--- config.mk ---
export PLATFORM = sky130hd
export DESIGN_NAME = instruction_fetch_unit
export DESIGN_NICKNAME = d
export VERILOG_FILES = /design/src/rtl/fetch_pkg.sv /design/src/rtl/fetch_buffer.sv /design/src/rtl/instruction_fetch_unit.sv
export SDC_FILE = /design/constraint.sdc
export NUM_CORES = 1
export LEC_CHECK = 0
export ABC_AREA = 1
export CORE_MARGIN = 3
export CORE_UTILIZATION = 51
export CTS_BUF_LIST = sky130_fd_sc_hd__clkbuf_4
export CTS_CLUSTER_SIZE = 20
export DETAILED_ROUTE_END_ITERATION = 7
export GPL_TIMING_DRIVEN = 0
export PLACE_DENSITY = 0.88
export SYNTH_ARGS = -nofsm -noshare
export SYNTH_HDL_FRONTEND = slang
export SYNTH_SLANG_ARGS = --single-unit
--- constraint.sdc ---
create_clock -name Clk -period 8.53 [get_ports Clk]
set_clock_uncertainty 0.2 [all_clocks]
set_input_delay 1.706 -clock Clk [delete_from_list [all_inputs] [get_ports Clk]]
set_output_delay 1.706 -clock Clk [all_outputs]
set_load 0.05 [all_outputs]
--- src/rtl/fetch_pkg.sv ---
// Shared fetch-side definitions: reset vector, mapped instruction windows,
// FSM encodings and the legal-PC predicate used by the fetch unit and memory models.
package fetch_pkg;
    localparam logic [31:0] RESET_VECTOR = 32'h9fc0_0000;
    localparam int          BUF_DEPTH    = 2;

    localparam logic [31:0] BOOT_BASE  = 32'h9fc0_0000;
    localparam logic [31:0] BOOT_LIMIT = 32'h9fc0_0400;
    localparam logic [31:0] TEXT_BASE  = 32'h0040_0000;
    localparam logic [31:0] TEXT_LIMIT = 32'h0040_0400;

    typedef enum logic {
        FETCH = 1'b0,
        FAULT = 1'b1
    } fetch_state_t;

    function automatic logic pc_legal(input logic [31:0] pc);
        return (pc[1:0] == 2'b00) &&
               (((pc >= BOOT_BASE) && (pc < BOOT_LIMIT)) ||
                ((pc >= TEXT_BASE) && (pc < TEXT_LIMIT)));
    endfunction
endpackage

--- src/rtl/fetch_buffer.sv ---
// Two-entry FIFO of {pc, instr} between fetch and decode. Pointer-based so the
// head entry never moves while it waits for decode.
module fetch_buffer
    import fetch_pkg::*;
(
    input  logic        clk,
    input  logic        reset,
    input  logic        push,
    input  logic [31:0] push_pc,
    input  logic [31:0] push_instr,
    input  logic        pop,
    input  logic        flush,
    output logic [1:0]  count,
    output logic        head_valid,
    output logic [31:0] head_pc,
    output logic [31:0] head_instr
);
    logic [31:0] pc_q    [2];
    logic [31:0] instr_q [2];
    logic        rd_ptr;
    logic        wr_ptr;
    logic        do_pop;
    logic        do_push;

    assign do_pop     = pop && (count != 2'd0);
    assign do_push    = push && ((count != 2'(BUF_DEPTH)) || do_pop);
    assign head_valid = (count != 2'd0);
    assign head_pc    = pc_q[rd_ptr];
    assign head_instr = instr_q[rd_ptr];

    always_ff @(posedge clk) begin
        if (reset || flush) begin
            rd_ptr <= 1'b0;
            wr_ptr <= 1'b0;
            count  <= 2'd0;
        end else begin
            if (do_push) begin
                pc_q[wr_ptr]    <= push_pc;
                instr_q[wr_ptr] <= push_instr;
                wr_ptr          <= ~wr_ptr;
            end
            if (do_pop)
                rd_ptr <= ~rd_ptr;
            count <= count + 2'(do_push) - 2'(do_pop);
        end
    end
endmodule

--- src/rtl/instruction_fetch_unit.sv ---
// Fetch initiator: owns the PC, captures ROM data into the fetch buffer, and
// halts in FAULT on an unmapped or misaligned PC until reset or redirect.
module instruction_fetch_unit
    import fetch_pkg::*;
#(
    parameter logic [31:0] RESET_VECTOR = fetch_pkg::RESET_VECTOR
) (
    input  logic        Clk,
    input  logic        Reset,
    output logic [31:0] Address,
    input  logic [31:0] Instruction,
    input  logic        RedirectValid,
    input  logic [31:0] RedirectTarget,
    output logic        OutValid,
    input  logic        OutReady,
    output logic [31:0] OutInstruction,
    output logic [31:0] OutPC,
    output logic        Fault,
    output logic [31:0] FaultAddr
);
    fetch_state_t state;
    logic [31:0]  pc;
    logic [1:0]   count;
    logic         pc_ok;
    logic         pop;
    logic         cap;

    assign pc_ok   = pc_legal(pc);
    assign pop     = OutValid && OutReady;
    // A redirect wins over capture: the fetched word belongs to the squashed path.
    assign cap     = (state == FETCH) && pc_ok && !RedirectValid &&
                     ((count != 2'(BUF_DEPTH)) || pop);
    assign Address = (state == FAULT) ? FaultAddr : pc;

    always_ff @(posedge Clk) begin
        if (Reset) begin
            pc        <= RESET_VECTOR;
            state     <= FETCH;
            Fault     <= 1'b0;
            FaultAddr <= 32'h0;
        end else if (RedirectValid) begin
            pc <= RedirectTarget;
            if (pc_legal(RedirectTarget)) begin
                state <= FETCH;
                Fault <= 1'b0;
            end else begin
                state     <= FAULT;
                Fault     <= 1'b1;
                FaultAddr <= RedirectTarget;
            end
        end else if (state == FETCH) begin
            if (!pc_ok) begin
                state     <= FAULT;
                Fault     <= 1'b1;
                FaultAddr <= pc;
            end else if (cap) begin
                pc <= pc + 32'd4;
            end
        end
    end

    fetch_buffer u_buf (
        .clk        (Clk),
        .reset      (Reset),
        .push       (cap),
        .push_pc    (pc),
        .push_instr (Instruction),
        .pop        (pop),
        .flush      (RedirectValid),
        .count      (count),
        .head_valid (OutValid),
        .head_pc    (OutPC),
        .head_instr (OutInstruction)
    );
endmodule
==> summary.md <==
| Metric | Value |
|---|---|
| Number of setup violations in the final report | 0 |
| Run status | completed |
| First-pass iteration count of the detailed router | 6 |
| Number of sinks handled by clock tree synthesis | 199 |
| Leakage dissipation | 4.07 nW |
| Clock buffer count from CTS | 17 |
| Share of final-layout standard cells stronger than drive strength 1 | 13.5% |
| Number of antenna violations at the first check in global routing | 0 |
| Post-Route WL | 21,300 µm |
| Highest-count cells in the layout ignoring fill and taps | sky130_fd_sc_hd__clkdlybuf4s50_1, sky130_fd_sc_hd__nand2_1, sky130_fd_sc_hd__nor2_1 |
| Slew margin rel. | 43.7% |
| Wire length of the first global-routing pass | 33,100 µm |
| Hold Path Class | flop to flop |
| Via count of the first global-routing pass | 6,180 |
| CTS tree | done |
| R2R setup slack | 5430 ps |
| Aggregate global routing overflow | 0 |
| Type of destination of the critical path | primary output |
| Final Hold Fails | 0 |
| Ports | 198 |
| Die Area | 17,600 µm² |
| Synthesized area per cell | 10.8 µm² |
| Maximum clock path buffer count | 2 |
| Pin count of the biggest net entering global routing | 27 |
| Total cell area at the placement stage | 10,500 µm² |
| Count of filler cells inserted in the layout | 1,131 |
| Final Slew Violations | 0 |
| Number of warning messages in the yosys log | 0 |
| Post-detailed-route count of antenna-violating nets | 0 |
| Initial DRC count | 614 |
| Power Density | 171 nW/µm² |
| Worst slew pin tran | 840 ps |
| Post-CTS repair timing setup buffer count | 0 |
| Worst hold slack | 267 ps |
| Synth-to-Final Area Change | 32.3% |
| Vias | 6,366 |
| Kind of critical path | flop to primary output |
| Worst voltage drop across the vdd grid | 0.0870 mV |
| Number of I/O port buffers | 196 |
| Footprint of the flip-flops and latches | 5270 µm² |
| Total number of nets in the final design | 1,055 |
| Pre-CTS setup slack | 3840 ps |
| Share of the cycle needed by the critical path after routing | 58.5% |
| Vias/cell | 5.27 |
| Hold_buf cts | 0 |
| Area of combinational cells with multiple inputs | 2580 µm² |
| Min cycle time layout | 4990 ps |
| Cell Rows | 45 |
| Compound-Gate Fraction of Synth Area | 5.68% |
| Max Fanout on Critical Path | 10 |
| Total standard cell area after synthesis | 8170 µm² |
| Dominant combinational cell family by area after synthesis | simple AND/OR/NAND/NOR gates |
| Clock latency on the worst-skew pair | 590 ps |
| HPWL reported at the end of detailed placement | 15,700 µm |
| Dominant cells by area after synthesis | sky130_fd_sc_hd__edfxtp_1, sky130_fd_sc_hd__dfxtp_1, sky130_fd_sc_hd__mux2_2 |
| Summed area of non-filler cells in the final layout | 10,800 µm² |
| Routed wirelength normalized by instance count | 17.6 µm |
| Overall power | 1.85 mW |
| Data arrival, critical path | 3080 ps |
| Synth Area in Simple Gates | 15.5% |
| Clock tree root buffer cell | sky130_fd_sc_hd__clkbuf_4 |
| Worst setup margin | 3540 ps |
| Async set or reset register ratio after synthesis | 0% |
| Cell type with the largest total area after synthesis | sky130_fd_sc_hd__edfxtp_1 |
| Reg clk slew, reported paths | 160 ps |
| Placeable core area | 15,400 µm² |
| Sequential cell area fraction in the yosys report | 64.4% |
| Cell count after synthesis | 760 |
| RSZ-0062 raised after global routing | no |
| Maximum clock frequency | 0.200 GHz |
| DRC violation count after routing | 0 |
| Worst setup SP type | flop |
| Width of the die | 133 µm |
| Effective utilization at floorplan | 53.0% |
| Adder-cell share of the synthesized area | 0.459% |
| Mux share of post-synthesis cell area | 9.43% |
| CTS H-Tree Depth | 4 |
| Die height | 133 µm |
| Most frequent standard cell in the layout excluding fill and tap cells | sky130_fd_sc_hd__clkdlybuf4s50_1 |
| Total Routing Usage GR | 24.2% |
| Dominant register cell in the synthesized netlist | sky130_fd_sc_hd__edfxtp_1 |
| Required @ worst endpoint | 6620 ps |
| Synth cell types | 31 |
| Mapped Nets | 831 |
| Flop and latch count out of synthesis | 199 |
| Final weighted congestion of routability-driven global placement | 0.891 |
| Number of diodes added for antenna fixing | 0 |
| Finished Core Util | 70.1% |
| Post_cts resized | 0 |
| Max-cap viol count | 0 |
| Synth top area share | 47.0% |
| Number of enable flip-flop cells after synthesis | 128 |
| Xor-xnor portion of the synthesized cell area | 0.321% |
[registers in the layout (all words and copies together), names as in the netlist, named ones only]
signal         count
u_buf.instr_q     64
u_buf.rd_ptr       1
u_buf.pc_q        64
state              1
pc                32
u_buf.wr_ptr       1
u_buf.count        2
Fault              1
FaultAddr         32
[logic make-up after synthesis]
logic type	count (synthesis)
and+or+nand+nor	314
DFF	199
AOI/OAI and AO/OA	90
buffers and inverters	82
muxes	69
xor gates and xnor gates	3
adders and majority gates	3
[stage by stage]
stage / std cells / setup TNS, ps
2_1_floorplan: 760 / 0
3_3_place_gp: 1167 / -125540
3_5_place_dp: 1176 / 0
4_1_cts: 1208 / 0
5_1_grt: 1208 / 0
6_report: 1208 / 0
[area by class of cell]
type / count / share of cell area, %
multi-input combinational: 479 / 23.8
timing repair buffer: 205 / 19.2
buffer: 34 / 1.52
tap: 211 / 2.44
clock inverter: 14 / 1.39
inverter: 48 / 1.67
sequential: 199 / 48.7
clock buffer: 18 / 1.25
[worst max-delay path, stage by stage, from the launching register on]
cell                              delay (ps)
sky130_fd_sc_hd__dfxtp_1                 340
sky130_fd_sc_hd__clkbuf_1                480
sky130_fd_sc_hd__clkbuf_1                550
sky130_fd_sc_hd__mux2_2                  410
sky130_fd_sc_hd__clkdlybuf4s50_1         720
[cells in the mapped netlist (3+ instances only)]
master and n:
sky130_fd_sc_hd__a21oi_1 28, sky130_fd_sc_hd__buf_2 5, sky130_fd_sc_hd__buf_4 3, sky130_fd_sc_hd__clkbuf_1 23
sky130_fd_sc_hd__dfxtp_1 71, sky130_fd_sc_hd__edfxtp_1 128, sky130_fd_sc_hd__ha_1 3, sky130_fd_sc_hd__inv_1 44
sky130_fd_sc_hd__mux2_2 64, sky130_fd_sc_hd__mux2i_1 5, sky130_fd_sc_hd__nand2_1 143, sky130_fd_sc_hd__nand2_2 12
sky130_fd_sc_hd__nand3_1 11, sky130_fd_sc_hd__nand4_1 6, sky130_fd_sc_hd__nor2_1 130, sky130_fd_sc_hd__nor3_1 5
sky130_fd_sc_hd__o21ai_0 56, sky130_fd_sc_hd__xor2_1 3
[path summary, 6_finish.rpt]
path	from	end	cells after the start
max reg2reg	pc[28]	u_buf.instr_q[1][17]	9
max	flop	OutPC[19]	4
min reg2reg	u_buf.rd_ptr	flop	1
min	u_buf.rd_ptr	flop	1
[layer usage]
| metal | routed length [µm] | track usage, % | vias up | share of wire (%) |
|---|---|---|---|---|
| met5 | 0 | 0 | - | 0 |
| met4 | 386 | 8.49 | 0 | 1.8 |
| met3 | 1850 | 5.51 | 36 | 8.7 |
| met2 | 10200 | 39.7 | 332 | 48 |
| met1 | 8850 | 31.8 | 2986 | 42 |
| li1 | - | - | 3012 | - |
[power breakdown]
| group | total (mW) | internal, mW | leakage (nW) | switching (mW) |
|---|---|---|---|---|
| registers | 1.07 | 1.05 | 1.73 | 0.0225 |
| logic | 0.288 | 0.101 | 2.19 | 0.187 |
| clock network | 0.495 | 0.180 | 0.146 | 0.315 |
Power figures use the tool's default switching activity.
